**src/rtl/recompute_unit_if.sv**
```systemverilog
// Recompute unit bus bundle: job request, operand read port and result handshake.
// Ports (via modports):
//   master - recompute controller / operand memory / result sink side
//   slave  - recompute unit side
// job_*: job offer (valid/ready + faulty PE row/col)
// rd_*:  operand read strobe and addresses; data_in/weight_in return one cycle later
// res_*: corrected result (valid/ready + row/col tags + dot product)
interface recompute_unit_if #(
   parameter int unsigned ROWS   = 4,
   parameter int unsigned COLS   = 4,
   parameter int unsigned K      = 4,
   parameter int unsigned DATA_W = 8
);
   localparam int unsigned ROW_W = $clog2(ROWS);
   localparam int unsigned COL_W = $clog2(COLS);
   localparam int unsigned IDX_W = $clog2(K);
   localparam int unsigned ACC_W = 2 * DATA_W + $clog2(K);

   logic                     job_valid;
   logic                     job_ready;
   logic [ROW_W-1:0]         job_row;
   logic [COL_W-1:0]         job_col;

   logic                     rd_en;
   logic [ROW_W-1:0]         rd_row;
   logic [COL_W-1:0]         rd_col;
   logic [IDX_W-1:0]         rd_idx;
   logic signed [DATA_W-1:0] data_in;
   logic signed [DATA_W-1:0] weight_in;

   logic                     res_valid;
   logic                     res_ready;
   logic [ROW_W-1:0]         res_row;
   logic [COL_W-1:0]         res_col;
   logic signed [ACC_W-1:0]  res_data;

   modport master (
      output job_valid, job_row, job_col, data_in, weight_in, res_ready,
      input  job_ready, rd_en, rd_row, rd_col, rd_idx,
             res_valid, res_row, res_col, res_data
   );

   modport slave (
      input  job_valid, job_row, job_col, data_in, weight_in, res_ready,
      output job_ready, rd_en, rd_row, rd_col, rd_idx,
             res_valid, res_row, res_col, res_data
   );
endinterface

```
**src/rtl/recompute_unit.sv**
```systemverilog
// Recompute unit: recomputes one systolic-array PE output (a K-long signed dot
// product of data row rd_row and weight column rd_col) for fault correction.
// Ports:
//   clk, rst   - clock, asynchronous active-high reset
//   bus        - recompute_unit_if.slave (job, operand read, result handshake)
//   busy       - high whenever the unit is not idle
//   jobs_done  - saturating count of completed result handshakes
module recompute_unit #(
   parameter int unsigned ROWS   = 4,
   parameter int unsigned COLS   = 4,
   parameter int unsigned K      = 4,
   parameter int unsigned DATA_W = 8
) (
   input  logic                  clk,
   input  logic                  rst,
   recompute_unit_if.slave       bus,
   output logic                  busy,
   output logic [15:0]           jobs_done
);
   localparam int unsigned ROW_W = $clog2(ROWS);
   localparam int unsigned COL_W = $clog2(COLS);
   localparam int unsigned IDX_W = $clog2(K);
   localparam int unsigned ACC_W = 2 * DATA_W + $clog2(K);

   typedef enum logic [1:0] {IDLE, FETCH, DRAIN, DONE} state_t;

   state_t                  state, state_nxt;
   logic [IDX_W-1:0]        k_q;
   logic [ROW_W-1:0]        row_q;
   logic [COL_W-1:0]        col_q;
   logic signed [ACC_W-1:0] acc_q;
   logic                    rd_d1_q;
   logic                    job_ready_q, rd_en_q, res_valid_q, busy_q;

   logic                    job_fire_c, res_fire_c, last_k_c;
   logic signed [ACC_W-1:0] data_ext_c, weight_ext_c, prod_c;

   assign job_fire_c = bus.job_valid && job_ready_q;
   assign res_fire_c = res_valid_q && bus.res_ready;
   assign last_k_c   = (k_q == IDX_W'(K - 1));

   // Full-precision signed product; ACC_W holds K worst-case products, so no overflow.
   assign data_ext_c   = ACC_W'(bus.data_in);
   assign weight_ext_c = ACC_W'(bus.weight_in);
   assign prod_c       = data_ext_c * weight_ext_c;

   // State register
   always_ff @(posedge clk or posedge rst) begin
      if (rst) state <= IDLE;
      else     state <= state_nxt;
   end

   // Next-state logic
   always_comb begin
      state_nxt = state;
      case (state)
         IDLE:    if (job_fire_c) state_nxt = FETCH;
         FETCH:   if (last_k_c)   state_nxt = DRAIN;
         DRAIN:   state_nxt = DONE;
         DONE:    if (res_fire_c) state_nxt = IDLE;
         default: state_nxt = IDLE;
      endcase
   end

   // Status flags registered from the next state so they track the state exactly
   always_ff @(posedge clk or posedge rst) begin
      if (rst) begin
         job_ready_q <= 1'b1;
         rd_en_q     <= 1'b0;
         res_valid_q <= 1'b0;
         busy_q      <= 1'b0;
      end else begin
         job_ready_q <= (state_nxt == IDLE);
         rd_en_q     <= (state_nxt == FETCH);
         res_valid_q <= (state_nxt == DONE);
         busy_q      <= (state_nxt != IDLE);
      end
   end

   // Datapath: operands arrive one cycle after each read, so accumulate on the delayed strobe
   always_ff @(posedge clk or posedge rst) begin
      if (rst) begin
         k_q       <= '0;
         row_q     <= '0;
         col_q     <= '0;
         acc_q     <= '0;
         rd_d1_q   <= 1'b0;
         jobs_done <= '0;
      end else begin
         rd_d1_q <= rd_en_q;
         if (job_fire_c) begin
            row_q <= bus.job_row;
            col_q <= bus.job_col;
            acc_q <= '0;
            k_q   <= '0;
         end else begin
            if (rd_d1_q) acc_q <= acc_q + prod_c;
            if ((state == FETCH) && !last_k_c) k_q <= k_q + IDX_W'(1);
         end
         if (res_fire_c && (jobs_done != 16'hFFFF)) jobs_done <= jobs_done + 16'd1;
      end
   end

   assign bus.job_ready = job_ready_q;
   assign bus.rd_en     = rd_en_q;
   assign bus.rd_row    = row_q;
   assign bus.rd_col    = col_q;
   assign bus.rd_idx    = k_q;
   assign bus.res_valid = res_valid_q;
   assign bus.res_row   = row_q;
   assign bus.res_col   = col_q;
   assign bus.res_data  = acc_q;
   assign busy          = busy_q;
endmodule

```
**src/flat_wrapper.sv**
```systemverilog
// flat-port wrapper written by rule: the top's interface ports become plain ports
module recompute_unit_flat 
#(
   parameter int unsigned ROWS   = 4,
   parameter int unsigned COLS   = 4,
   parameter int unsigned K      = 4,
   parameter int unsigned DATA_W = 8
)
  (clk, rst, busy, jobs_done, bus_job_valid, bus_job_row, bus_job_col, bus_data_in, bus_weight_in, bus_res_ready, bus_job_ready, bus_rd_en, bus_rd_row, bus_rd_col, bus_rd_idx, bus_res_valid, bus_res_row, bus_res_col, bus_res_data);
  recompute_unit_if #(.ROWS(ROWS), .COLS(COLS), .K(K), .DATA_W(DATA_W)) bus_i ();
  input  logic clk;
  input  logic rst;
  output logic busy;
  output logic [15:0] jobs_done;
  input wire logic [$bits(bus_i.job_valid)-1:0] bus_job_valid;
  input wire logic [$bits(bus_i.job_row)-1:0] bus_job_row;
  input wire logic [$bits(bus_i.job_col)-1:0] bus_job_col;
  input wire logic [$bits(bus_i.data_in)-1:0] bus_data_in;
  input wire logic [$bits(bus_i.weight_in)-1:0] bus_weight_in;
  input wire logic [$bits(bus_i.res_ready)-1:0] bus_res_ready;
  output wire logic [$bits(bus_i.job_ready)-1:0] bus_job_ready;
  output wire logic [$bits(bus_i.rd_en)-1:0] bus_rd_en;
  output wire logic [$bits(bus_i.rd_row)-1:0] bus_rd_row;
  output wire logic [$bits(bus_i.rd_col)-1:0] bus_rd_col;
  output wire logic [$bits(bus_i.rd_idx)-1:0] bus_rd_idx;
  output wire logic [$bits(bus_i.res_valid)-1:0] bus_res_valid;
  output wire logic [$bits(bus_i.res_row)-1:0] bus_res_row;
  output wire logic [$bits(bus_i.res_col)-1:0] bus_res_col;
  output wire logic [$bits(bus_i.res_data)-1:0] bus_res_data;
  assign bus_i.job_valid = bus_job_valid;
  assign bus_i.job_row = bus_job_row;
  assign bus_i.job_col = bus_job_col;
  assign bus_i.data_in = bus_data_in;
  assign bus_i.weight_in = bus_weight_in;
  assign bus_i.res_ready = bus_res_ready;
  assign bus_job_ready = bus_i.job_ready;
  assign bus_rd_en = bus_i.rd_en;
  assign bus_rd_row = bus_i.rd_row;
  assign bus_rd_col = bus_i.rd_col;
  assign bus_rd_idx = bus_i.rd_idx;
  assign bus_res_valid = bus_i.res_valid;
  assign bus_res_row = bus_i.res_row;
  assign bus_res_col = bus_i.res_col;
  assign bus_res_data = bus_i.res_data;
  recompute_unit #(.ROWS(ROWS), .COLS(COLS), .K(K), .DATA_W(DATA_W)) u_core (.clk(clk), .rst(rst), .bus(bus_i), .busy(busy), .jobs_done(jobs_done));
endmodule
```
**config.mk**
```make
export PLATFORM = sky130hd
export DESIGN_NAME = recompute_unit_flat
export DESIGN_NICKNAME = d
export VERILOG_FILES = /design/src/rtl/recompute_unit_if.sv /design/src/rtl/recompute_unit.sv /design/src/flat_wrapper.sv
export SDC_FILE = /design/constraint.sdc
export NUM_CORES = 1
export LEC_CHECK = 0
export CORE_MARGIN = 1
export CORE_UTILIZATION = 60
export DETAILED_ROUTE_END_ITERATION = 10
export PLACE_DENSITY = 0.86
export SYNTH_ARGS = -nofsm -noshare
export SYNTH_HDL_FRONTEND = slang
export SYNTH_SLANG_ARGS = --single-unit
```
**constraint.sdc**
```tcl
create_clock -name clk -period 3.76 [get_ports clk]
set_clock_uncertainty 0.2 [all_clocks]
set_input_delay 0.564 -clock clk [delete_from_list [all_inputs] [get_ports clk]]
set_output_delay 0.564 -clock clk [all_outputs]
set_load 0.005 [all_outputs]
```
==> impl_metrics.toml <==
[global_routing]
grt_pass1_vias = 5677
grt_pass1_wl_um = 28000
antenna_found_initial = 0
overflow = 0
gr-usage-all-layers_pct = 40.8
grt_max_degree = 48

[synth]
ys_types = 55
syn_inst = 586
ys_seq_area_share_pct = 22.1
synth-edff-count = 0
ys_warn_count = 0
syn_avg_cell_area_um2 = 9.09
netlist_area_mm2 = 0.00533
synthFlopType = "dfrtp_1"
synth_nets = 714
synth_async_sr_flop_share_pct = 100
synth_seq_cells = 47

[timing]
final.period_utilization_pct = 159
clock.fmax_mhz = 167
fin_crit_ns = 6.00
rsz0062_at_grt = "true"
finalHoldViolations = 0
relSlewSlack_pct = 31.2
setup_viol = 14
setup_ws_ns = -2.24
whs_ns = 0.248
worst_pin_slew_ns = 1.03
report.final.slew_viol_count = 0

[detailed_routing]
viasPerCell = 6.45
drtAntennaViolNets = 0
drtIter0Drc = 490
drc_errors = 0
totalWireLength_um = 20900
vias = 5682
drtPass1Iterations = 6
wl_per_cell_um = 23.7

[cells_and_area]
areaGrowthSynthToFinish_pct = 47.6
final_common_cell = "buf_4"
final_nets = 901
fillers = 330
insertedDiodeCount = 0
seqCellArea_mm2 = 0.00118
drive_above_1_share_pct = 34.4
multi_input_area_mm2 = 0.00435
final_cell_mix = "92 x buf_4, 89 x inv_1, 55 x clkdlybuf4s50_1"

[die]
core_area_mm2 = 0.00868
dieArea_mm2 = 0.00926
die_x_um = 96.2
start_util_pct = 61.4
io_pins = 72
die_h_um = 96.2
fp-row-count = 34

[status]
status = "complete, but fails checks"
violations = "setup timing"

[clocking]
holdBufCountCts = 0
h-tree-depth = 2
cts_root_buffer = "clkbuf_8"
insertion_delay_ns = 0.32
cts_buffers = 5
cts_tree = "yes"
clk_pin_slew_ns = 0.10
cts.sinks = 47
cts_buffer_depth = 2

[placed_design]
port_buffers = 71
gp_congestion = 0.847
hpwl_um = 11200

[setup_path]
r2r_setup_slack_ns = 1.02
crit_type = "input pin to flop"
end_kind = "flop"
path_max_fanout = 8
worstPathArrival_ns = 5.99
critPathRequiredTime_ns = 3.76
cp-start-kind = "input pin"

[hold_path]
hold_path_class = "flop to flop"

[job]
maxCapViolCount = 0
## flip-flops by register name, indices dropped and copies added, names as in the netlist
signal	cells
u_core.bus.rd_row	2
u_core.bus.rd_col	2
u_core.state	2
u_core.bus.rd_idx	2
u_core.busy	1
u_core.rd_d1_q	1
u_core.bus.job_ready	1
u_core.bus.res_data	18
u_core.bus.rd_en	1
u_core.bus.res_valid	1
u_core.jobs_done	16
## area by class of cell
type	count	area share, %
Sequential cell	47	15.0
Clock inverter	1	0.0636
Inverter	105	5.01
Tap cell	108	1.72
Timing Repair Buffer	193	21.8
Multi-Input combinational cell	421	55.4
Clock buffer	6	1.05
## per-stage QoR
stage | utilization, % | setup slack [ns] | cells | instance area [µm²] | setup TNS, ns
2_1_floorplan | - | -1.72 | 586 | 5590 | -13.41
3_3_place_gp | 80.8 | -2.46 | 838 | 7010 | -26.30
3_5_place_dp | 80.8 | -2.69 | 838 | 7010 | -29.14
4_1_cts | 87.5 | -1.93 | 871 | 7590 | -20.36
5_1_grt | 90.6 | -2.41 | 881 | 7870 | -26.33
6_report | 90.6 | -2.24 | 881 | 7870 | -24.24
## critical path, cell delays in order
cell	delay, ns
buf_2	0.17
and2_4	0.17
fa_1	0.56
inv_1	0.10
fa_1	0.51
inv_1	0.07
fa_1	0.51
inv_2	0.04
fa_1	0.51
inv_2	0.09
ha_4	0.31
buf_6	0.10
o21ai_4	0.06
buf_4	0.14
o21bai_4	0.13
a21oi_2	0.09
xnor2_1	0.18
ha_1	0.32
buf_6	0.15
buf_6	0.11
a21oi_4	0.16
inv_2	0.05
or3_4	0.40
o21ai_2	0.20
xor2_1	0.20
a21oi_2	0.10
## per-layer routing
layer	part of all wire, %	global-route usage, %
met2	48	67.4
met5	0	1.79
met1	34	47.4
met3	10	10.2
met4	8.3	25.2
## Yosys cell counts (all sizes together) (12+ instances only)
cell type | count | share of area [%]
dfrtp | 46 | 22
a21oi | 21 | 2.0
nand2 | 51 | 3.6
xor2 | 13 | 2.1
nor3 | 12 | 1.2
and2 | 48 | 5.6
nor2 | 29 | 2.0
inv | 105 | 7.4
fa | 56 | 21
xnor2 | 26 | 4.4
ha | 48 | 11
o21ai | 24 | 2.3
## repair_timing
item / in CTS / in global routing
setup buffers: 26 / 10
resized for setup: 149 / 43
pin swaps: 61 / 41
setup endpoints to repair: 15 / 15
## path summary, 6_finish.rpt
| check | from | end | cells after the start |
|---|---|---|---|
| setup / recovery | bus_data_in[6] | u_core.bus.res_data[12] | 26 |
| hold / removal | u_core.bus.rd_en | u_core.rd_d1_q | 0 |
| setup reg to reg | u_core.bus.res_data[0] | u_core.bus.res_data[14] | 10 |
| hold reg to reg | u_core.bus.rd_en | u_core.rd_d1_q | 0 |
| max in group asynchronous | rst | u_core.bus.rd_idx[0] | 2 |
| min in group asynchronous | rst | u_core.jobs_done[12] | 2 |
## kinds of logic after synthesis
group / count (synthesis) / share of synthesized area (%)
AO/OA/AOI/OAI: 87 / 10.5
XOR/XNOR: 39 / 6.55
adder cells (fa/ha/maj): 104 / 32.3
buffers and inverters: 118 / 8.73
flip-flops: 47 / 22.1
multiplexers: 10 / 1.95
AND/OR/NAND/NOR: 181 / 17.8
Power is left out: the tool's default activity adds up to more than one toggle a clock period on the data nets, which glitch-free logic cannot reach.
